## src/rtl/hamming_serial_encoder.sv

```systemverilog
`default_nettype none
// ============================================================================
//  Module      : hamming_serial_encoder
//  Description : Serial-in Hamming(7,4) encoder. Collects nibbles one bit per
//                strobe and presents each codeword with a valid/ready
//                handshake. Define HAMMING_EXT_PARITY_EN for SECDED (8,4).
//  Revision    : 1.0 - initial release
// ============================================================================
module hamming_serial_encoder #(
    parameter int MSB_FIRST = 1
) (
    input  logic       clk,
    input  logic       reset,
    input  logic       serial_in,
    input  logic       bit_valid,
    input  logic       frame_start,
    output logic       in_ready,
`ifdef HAMMING_EXT_PARITY_EN
    output logic [7:0] code_out,
`else
    output logic [6:0] code_out,
`endif
    output logic       code_valid,
    input  logic       code_ready,
    output logic [1:0] bit_count
);

`ifdef HAMMING_EXT_PARITY_EN
    localparam int c_CODE_W = 8;
`else
    localparam int c_CODE_W = 7;
`endif

    localparam logic [0:0] c_ST_COLLECT = 1'b0;
    localparam logic [0:0] c_ST_HOLD    = 1'b1;

    logic [0:0]          r_state;
    logic [0:0]          w_state_nxt;
    logic [3:0]          r_nib;
    logic [3:0]          w_nib_nxt;
    logic [1:0]          r_count;
    logic [1:0]          w_count_nxt;
    logic [c_CODE_W-1:0] r_code;
    logic [c_CODE_W-1:0] w_code_nxt;
    logic [1:0]          w_slot;
    logic [1:0]          w_idx;
    logic [6:0]          w_code7;

    // Bit i of the result is Hamming position i+1.
    function automatic logic [6:0] f_encode(input logic [3:0] nib);
        logic p1, p2, p4;
        p1 = nib[0] ^ nib[1] ^ nib[3];
        p2 = nib[0] ^ nib[2] ^ nib[3];
        p4 = nib[1] ^ nib[2] ^ nib[3];
        return {nib[3], nib[2], nib[1], p4, nib[0], p2, p1};
    endfunction

    always_ff @(posedge clk) begin
        if (reset) begin
            r_state <= c_ST_COLLECT;
            r_nib   <= 4'd0;
            r_count <= 2'd0;
            r_code  <= '0;
        end else begin
            r_state <= w_state_nxt;
            r_nib   <= w_nib_nxt;
            r_count <= w_count_nxt;
            r_code  <= w_code_nxt;
        end
    end

    always_comb begin
        w_state_nxt = r_state;
        w_nib_nxt   = r_nib;
        w_count_nxt = r_count;
        w_code_nxt  = r_code;
        w_slot      = frame_start ? 2'd0 : r_count;
        w_idx       = (MSB_FIRST != 0) ? (2'd3 - w_slot) : w_slot;
        w_code7     = 7'd0;

        case (r_state)
            c_ST_COLLECT: begin
                if (bit_valid) begin
                    // A frame start throws away whatever partial nibble was held.
                    if (frame_start) begin
                        w_nib_nxt = 4'd0;
                    end
                    w_nib_nxt[w_idx] = serial_in;
                    w_count_nxt      = w_slot + 2'd1;
                    if (w_slot == 2'd3) begin
                        w_code7 = f_encode(w_nib_nxt);
`ifdef HAMMING_EXT_PARITY_EN
                        w_code_nxt = {^w_code7, w_code7};
`else
                        w_code_nxt = w_code7;
`endif
                        w_state_nxt = c_ST_HOLD;
                    end
                end
            end
            default: begin
                if (code_ready) begin
                    w_state_nxt = c_ST_COLLECT;
                    w_count_nxt = 2'd0;
                end
            end
        endcase
    end

    assign in_ready   = (r_state == c_ST_COLLECT);
    assign code_valid = (r_state == c_ST_HOLD);
    assign code_out   = r_code;
    assign bit_count  = r_count;

endmodule
`default_nettype wire

```

## config.mk

```make
export PLATFORM = sky130hd
export DESIGN_NAME = hamming_serial_encoder
export DESIGN_NICKNAME = d
export VERILOG_FILES = /design/src/rtl/hamming_serial_encoder.sv
export SDC_FILE = /design/constraint.sdc
export NUM_CORES = 1
export LEC_CHECK = 0
export ABC_AREA = 0
export BUFFER_PORTS_ARGS = -buffer_cell sky130_fd_sc_hd__buf_2
export CELL_PAD_IN_SITES_DETAIL_PLACEMENT = 1
export CELL_PAD_IN_SITES_GLOBAL_PLACEMENT = 1
export CORE_AREA = 8 8 54 56
export CTS_CLUSTER_DIAMETER = 50
export CTS_CLUSTER_SIZE = 28
export DETAILED_ROUTE_END_ITERATION = 7
export DIE_AREA = 0 0 62 64
export GPL_ROUTABILITY_DRIVEN = 0
export PLACE_DENSITY = 0.83
export SLEW_MARGIN = 20
export SYNTH_ARGS = -nofsm -noshare
export SYNTH_HDL_FRONTEND = slang
export SYNTH_SLANG_ARGS = --single-unit
export TNS_END_PERCENT = 1
```

## constraint.sdc

```tcl
create_clock -name clk -period 2.5 [get_ports clk]
set_clock_uncertainty 0.2 [all_clocks]
set_input_delay 0.25 -clock clk [delete_from_list [all_inputs] [get_ports clk]]
set_output_delay 0.25 -clock clk [all_outputs]
set_load 0.01 [all_outputs]
```

==> results.md, run 1 <==
- Status: complete, no violations
- Io pins: 17
- H-tree level count: 1
- Mapped Area: 791 sq um
- Post-CTS Hold Buffers: 1
- Vias in the first global route: 616
- Syn Nets: 86
- Met3 GRT Util: 0.0380
- Worst-Margin Slew: 0.551 ns
- Mapped Cells: 80
- Die Area: 3970 sq um
- Dpl hpwl: 1.25 mm
- Design area: 875 sq um
- CTS tree: yes
- # placed instances: 118
- Layer carrying the most global-route usage: met2
- Area grow syn2layout: 10.6%
- Asr flop ratio synth: 0
- Die X: 62 um
- Final hold vios: 0
- Clock sinks: 14
- Register share of total power: 0.567
- Crit path DAT: 1.92 ns
- Final Max Tran Viols: 0
- GRT Util Overall: 0.0919
- Initial antenna violation count: 0
- Required time of the critical path: 2.48 ns
- Final wirelength: 1.63 mm
- Register area share after synthesis: 0.354
- Wire length per cell: 13.4 um
- M1 GR Usage: 0.0949
- Layout cell share with drive strength beyond 1: 0.362
- Power after layout: 416 uW
- Clock root cell: clkbuf_4
- Clk_lat worst skew: 0.28 ns
- RSZ-0062 raised after global routing: no
- Post-synth EDFFs: 0
- Power share of the clock group: 0.308
- Post-DRT Antenna Nets: 0
- Worst-path cell chain: mux2_2 > a22oi_2 > a2bb2oi_2 > xor2_1 > a211oi_2
- Via count: 583
- Maximum clock rate: 514 MHz
- Largest net degree at the start of global routing: 15
- CTS Buf Count: 3
- PostCTS Resize Cnt: 0
- Critical Path Sink Type: flop
- Main synth FF type: dfxtp_1
- Met2 usage: 0.146
- Crit path max fanout: 12
- NetSw: 108 uW
- Fill count: 247
- Setup crit start kind: flop
- GRT overflow: 0
- Port bufs: 16
- PwrDens: 475 nW/um^2
- Min-delay worst type: in2reg
- Avg Inst Size Synth: 9.88 sq um
- Leakage: 0.344 nW
- CP max stage delay: 0.57 ns
- Worst setup path class: reg2reg
- Via density: 4.78
- Fin Setup TNS: 0 ns
- Crit-path slowest cell: dfxtp_1
- Internal power: 308 uW
- Clock slew at reported path FFs: 0.08 ns
- Setup-failing EPs final: 0
- Clock tree buffer depth: 2
- Final nets: 102
- Yosys reg bits: 14
- Drt drc: 0
- Num rows: 17
- Final std cells w/o fill: 122
- Max_cap viols: 0
- Worst slew margin: 0.632
- Warnings from Yosys: 0
- First-pass GRT wire length: 2.71 mm
- Initial Utilization: 0.376
- Core Box Area: 2110 sq um
- Worst VDD drop: 0.000262 V
- Dpl cell area: 842 sq um
- Min Tclk post-route: 1.94 ns
- Postcts setup bufs: 0
- Die Span Y: 64 um
- Total iterations of the first detailed-routing run: 2
- Dpl ws: 0.539 ns
- Logic pwr share: 0.125
- Final period util: 0.778
- Worst setup margin: 0.556 ns
- DR iter-0 viols: 4
- Sw Ratio: 0.259
- Cell variety after synth: 34
- Diodes inserted: 0
## final timing paths
kind / startpoint / end / slack, ns / cells past startpoint
min: serial_in / code_out[2] / 0.07 / 3
max reg2reg: bit_count[0] / code_out[3] / 0.56 / 5
max: bit_count[0] / code_out[3] / 0.56 / 5
min reg2reg: code_out[4] / code_out[4] / 0.26 / 2
## state kept, by name, summed over array words and instances, names as in the netlist
register    count
r_nib           4
code_valid      1
bit_count       2
code_out        7
## metrics by stage
stage | utilization | hold slack [ns]
after detailed placement | 0.400 | 0.249
after floorplan | - | 0.115
after global routing | 0.415 | 0.105
after global placement | 0.400 | 0.243
final | 0.415 | 0.0727
after CTS | 0.415 | 0.0669
## synthesized netlist by cell type (2+ instances only)
cell	instances	area (sq um)
xor2_1	3	26.3
nand2_1	5	18.8
a211oi_2	2	25.0
a21oi_1	4	20.0
nor2_1	13	48.8
dfxtp_1	14	280
a211oi_1	3	22.5
xnor2_1	2	17.5
buf_6	4	45.0
mux2i_1	6	60.1
## layer usage
layer | wire (um) | part of all wire
met1 | 728 | 0.45
met2 | 777 | 0.48
met4 | 40 | 0.025
met3 | 83 | 0.051
met5 | 0 | 0
## critical path, delay by kind of cell (launching register included)
family / cells / cell delay, ns
XOR/XNOR: 1 / 0.19
flip-flops: 1 / 0.57
multiplexers: 1 / 0.42
AO/OA/AOI/OAI: 3 / 0.46
## logic make-up (layout without fill, tap and decap cells)
| group | after synthesis | after routing | share of synthesized area |
|---|---|---|---|
| xor gates and xnor gates | 5 | 5 | 0.0554 |
| and+or+nand+nor | 26 | 26 | 0.168 |
| buffers and inverters | 8 | 22 | 0.0902 |
| DFF | 14 | 14 | 0.354 |
| AOI/OAI and AO/OA | 20 | 20 | 0.242 |
| muxes | 7 | 7 | 0.0902 |
## placed cells by master (no fill, tap or decap), types with 2 or more instances in the layout
cell type  synthesis  final
xnor2_1            2      2
mux2i_1            6      6
xor2_1             3      3
dfxtp_1           14     14
buf_2              0     16
clkbuf_4           0      3
nor2_1            13     13
a211oi_2           2      2
a211oi_1           3      3
a21oi_1            4      4
nand2_1            5      5
## power groups by stage
stage | Combinational [mW] | Clock [mW] | Sequential (mW)
4_1_cts | 0.0531 | 0.137 | 0.236
3_5_place_dp | 0.0516 | 0 | 0.241
5_1_grt | 0.0574 | 0.142 | 0.237
2_1_floorplan | 0.0475 | 0 | 0.237
3_3_place_gp | 0.0508 | 0 | 0.241
6_report | 0.0521 | 0.128 | 0.236
## final cells by class
type / instances / area, sq um / area share
inverter: 2 / 7.51 / 0.00858
sequential: 14 / 280 / 0.320
timing repair buffer: 17 / 90.1 / 0.103
clock buffer: 3 / 22.5 / 0.0258
multi-input combinational: 58 / 439 / 0.502
tap: 28 / 35.0 / 0.0401
No activity file was read; power rests on OpenSTA's default activity.
==> run 2: changes to the inputs <==
--- a/config.mk
+++ b/config.mk
@@ -9,13 +9,13 @@
 export BUFFER_PORTS_ARGS = -buffer_cell sky130_fd_sc_hd__buf_2
 export CELL_PAD_IN_SITES_DETAIL_PLACEMENT = 1
 export CELL_PAD_IN_SITES_GLOBAL_PLACEMENT = 1
-export CORE_AREA = 8 8 54 56
+export CORE_AREA = 8 8 57 59
 export CTS_CLUSTER_DIAMETER = 50
 export CTS_CLUSTER_SIZE = 28
 export DETAILED_ROUTE_END_ITERATION = 7
-export DIE_AREA = 0 0 62 64
+export DIE_AREA = 0 0 65 67
 export GPL_ROUTABILITY_DRIVEN = 0
-export PLACE_DENSITY = 0.83
+export PLACE_DENSITY = 0.78
 export SLEW_MARGIN = 20
 export SYNTH_ARGS = -nofsm -noshare
 export SYNTH_HDL_FRONTEND = slang
==> constraint.sdc (replaced) <==
create_clock -name clk -period 1.7 [get_ports clk]
set_clock_uncertainty 0.2 [all_clocks]
set_input_delay 0.17 -clock clk [delete_from_list [all_inputs] [get_ports clk]]
set_output_delay 0.17 -clock clk [all_outputs]
set_load 0.01 [all_outputs]
==> run 2 against run 1 <==
Via count increased by 12%. Combinational power increased by 110%. Wire length increased by 19%. First-iteration DRC count increased by 130%. Global-route usage increased by 0.60 points. Worst setup slack got worse by 0.52 ns. Clock power increased by 91%. Maximum frequency increased by 17%. Critical path depth increased by 1. Sequential power increased by 44%. Critical endpoint unchanged. Largest cell class unchanged. Largest power group unchanged. Highest routed layer unchanged.
==> results.md, run 2 (same netlist as run 1, synthesis figures left out) <==
- Status: complete, no violations (unchanged)
- Clk_lat worst skew: 0.28 ns (about the same)
- FF-to-FF End: code_out[3] (unchanged)
- Initial Utilization: 0.334 (was 0.376)
- Power after layout: 698 uW (was 416 uW)
- Internal power: 520 uW (was 308 uW)
- Crit path DAT: 1.66 ns (was 1.92 ns)
- CTS Buf Count: 3 (unchanged)
- Io pins: 17 (unchanged)
- Min-delay worst type: in2reg (unchanged)
- Via count: 654 (was 583)
- Layout cell share with drive strength beyond 1: 0.448 (was 0.362)
- Clock root cell: clkbuf_4 (unchanged)
- Worst-Margin Slew: 0.413 ns (was 0.551 ns)
- Register share of total power: 0.488 (was 0.567)
- Final nets: 112 (was 102)
- CTS tree: yes (unchanged)
- Reg area: 283 sq um (was 280 sq um)
- Min Tclk post-route: 1.66 ns (was 1.94 ns)
- Worst setup path end: code_out[3] (unchanged)
- Core Box Area: 2360 sq um (was 2110 sq um)
- RSZ-0062 raised after global routing: yes (was no)
- Leakage: 0.402 nW (was 0.344 nW)
- Crit path max fanout: 3 (was 12)
- FF-to-FF path depth: 6 (was 5)
- Design area: 988 sq um (was 875 sq um)
- Via density: 4.84 (was 4.78)
- Worst VDD drop: 0.000567 V (was 0.000262 V)
- H-tree level count: 1 (unchanged)
- Die X: 65 um (was 62 um)
- Crit path from: bit_count[0] (unchanged)
- Required time of the critical path: 1.70 ns (was 2.48 ns)
- Port bufs: 16 (unchanged)
- Dpl cell area: 906 sq um (was 842 sq um)
- Area grow syn2layout: 25.0% (was 10.6%)
- GRT overflow: 0 (unchanged)
- Final wirelength: 1.94 mm (was 1.63 mm)
- PwrDens: 706 nW/um^2 (was 475 nW/um^2)
- Clock tree buffer depth: 2 (unchanged)
- Most frequent cells in the layout: buf_2, nor2_1, dfxtp_1 (was buf_2, dfxtp_1, nor2_1)
- Dpl hpwl: 1.46 mm (was 1.25 mm)
- Vias in the first global route: 738 (was 616)
- Num rows: 18 (was 17)
- Power share of the clock group: 0.352 (was 0.308)
- Worst setup path class: reg2reg (unchanged)
- Logic pwr share: 0.160 (was 0.125)
- DR iter-0 viols: 9 (was 4)
- Final Max Tran Viols: 0 (unchanged)
- Setup slack, reg-to-reg: 0.04 ns (was 0.56 ns)
- Commonest non-fill, non-tap cell in the layout: buf_2 (unchanged)
- First-pass GRT wire length: 3.36 mm (was 2.71 mm)
- Worst slew margin: 0.718 (was 0.632)
- Sw Ratio: 0.254 (was 0.259)
- Drt drc: 0 (unchanged)
- Critical Path Sink Type: flop (unchanged)
- Setup crit start kind: flop (unchanged)
- Wire length per cell: 14.4 um (was 13.4 um)
- Max_cap viols: 0 (unchanged)
- Maximum clock rate: 601 MHz (was 514 MHz)
- Total iterations of the first detailed-routing run: 4 (was 2)
- Final period util: 0.979 (was 0.778)
- NetSw: 177 uW (was 108 uW)
- Die Span Y: 67 um (was 64 um)
- GRT Util Overall: 0.0978 (was 0.0919)
- Initial antenna violation count: 0 (unchanged)
- Clock slew at reported path FFs: 0.09 ns (was 0.08 ns)
- Die Area: 4360 sq um (was 3970 sq um)
- Setup-failing EPs final: 0 (unchanged)
- Post-DRT Antenna Nets: 0 (unchanged)
- Fill count: 283 (was 247)
- Largest net degree at the start of global routing: 15 (unchanged)
- Footprint of the multi-input gates: 454 sq um (was 439 sq um)
- Diodes inserted: 0 (unchanged)
- Number of flip-flops in the largest register: 7 (unchanged)
- Reg2reg start: bit_count[0] (unchanged)
- Final hold vios: 0 (unchanged)
- Clock sinks: 14 (unchanged)
run 2: cell count changes in the layout (fill, tap and decap cells not counted), sizes merged:
cell and delta:
buf +9, clkbuf +1, dlygate4sd3 +1
run 2: cell type report:
cell class | count | area share
tap | 30 | 0.0380
multi-input combinational | 58 | 0.459
inverter | 2 | 0.00759
timing repair buffer | 27 | 0.172
sequential | 14 | 0.286
clock buffer | 4 | 0.0367
run 2: power by group through the flow:
stage	Combinational, mW	Sequential (mW)	Clock [mW]
2_1_floorplan	0.0699	0.349	0
3_3_place_gp	0.0974	0.347	0
3_5_place_dp	0.101	0.348	0
4_1_cts	0.108	0.340	0.250
5_1_grt	0.121	0.342	0.267
6_report	0.112	0.341	0.245
run 2: repair_timing:
item                                    in CTS  in global routing
hold buffers                                 2                  0
endpoints found under the setup margin       1                  3
gates resized for setup                      1                  5
endpoints found under the hold margin        3                  0
setup buffers                                1                  0
pin swaps                                    2                  4
run 2: per-stage QoR:
step                      std cells    TNS, ns  hold WS (ns)  setup slack, ns   util
final                           135          0        0.0352           0.0357  0.418
after global routing            135    -0.0215        0.0437          -0.0215  0.418
after CTS                       135          0        0.0313          0.00293  0.412
after detailed placement        128  -0.000498         0.208        -0.000498  0.383
after global placement          128          0         0.208           0.0755  0.383
after floorplan                  80          0        0.0346           0.0547      -
run 2: worst max-delay path, cell delays in order, from the launching register on:
cell       delay, ns
dfxtp_2         0.36
mux2_4          0.31
buf_4           0.14
o21bai_4        0.10
a2bb2oi_2       0.08
xor2_1          0.15
a211oi_2        0.24
run 2: worst min path at each step:
stage	endpoint	start	depth (start not counted)	slack (ns)
detailed placement	bit_count[0]	code_ready	2	0.21
global placement	bit_count[0]	code_ready	2	0.21
floorplan	code_out[0]	reset	1	0.03
CTS	r_nib[2]	reset	2	0.03
finish	bit_count[1]	reset	2	0.04
global route	r_nib[2]	reset	2	0.04
run 2: metal layers:
metal | share of wire | GRT usage | vias up
met1 | 0.42 | 0.102 | 310
met4 | 0.0062 | 0.0327 | 0
met2 | 0.53 | 0.185 | 14
li1 | - | - | 328
met5 | 0 | 0 | -
met3 | 0.040 | 0.0252 | 2
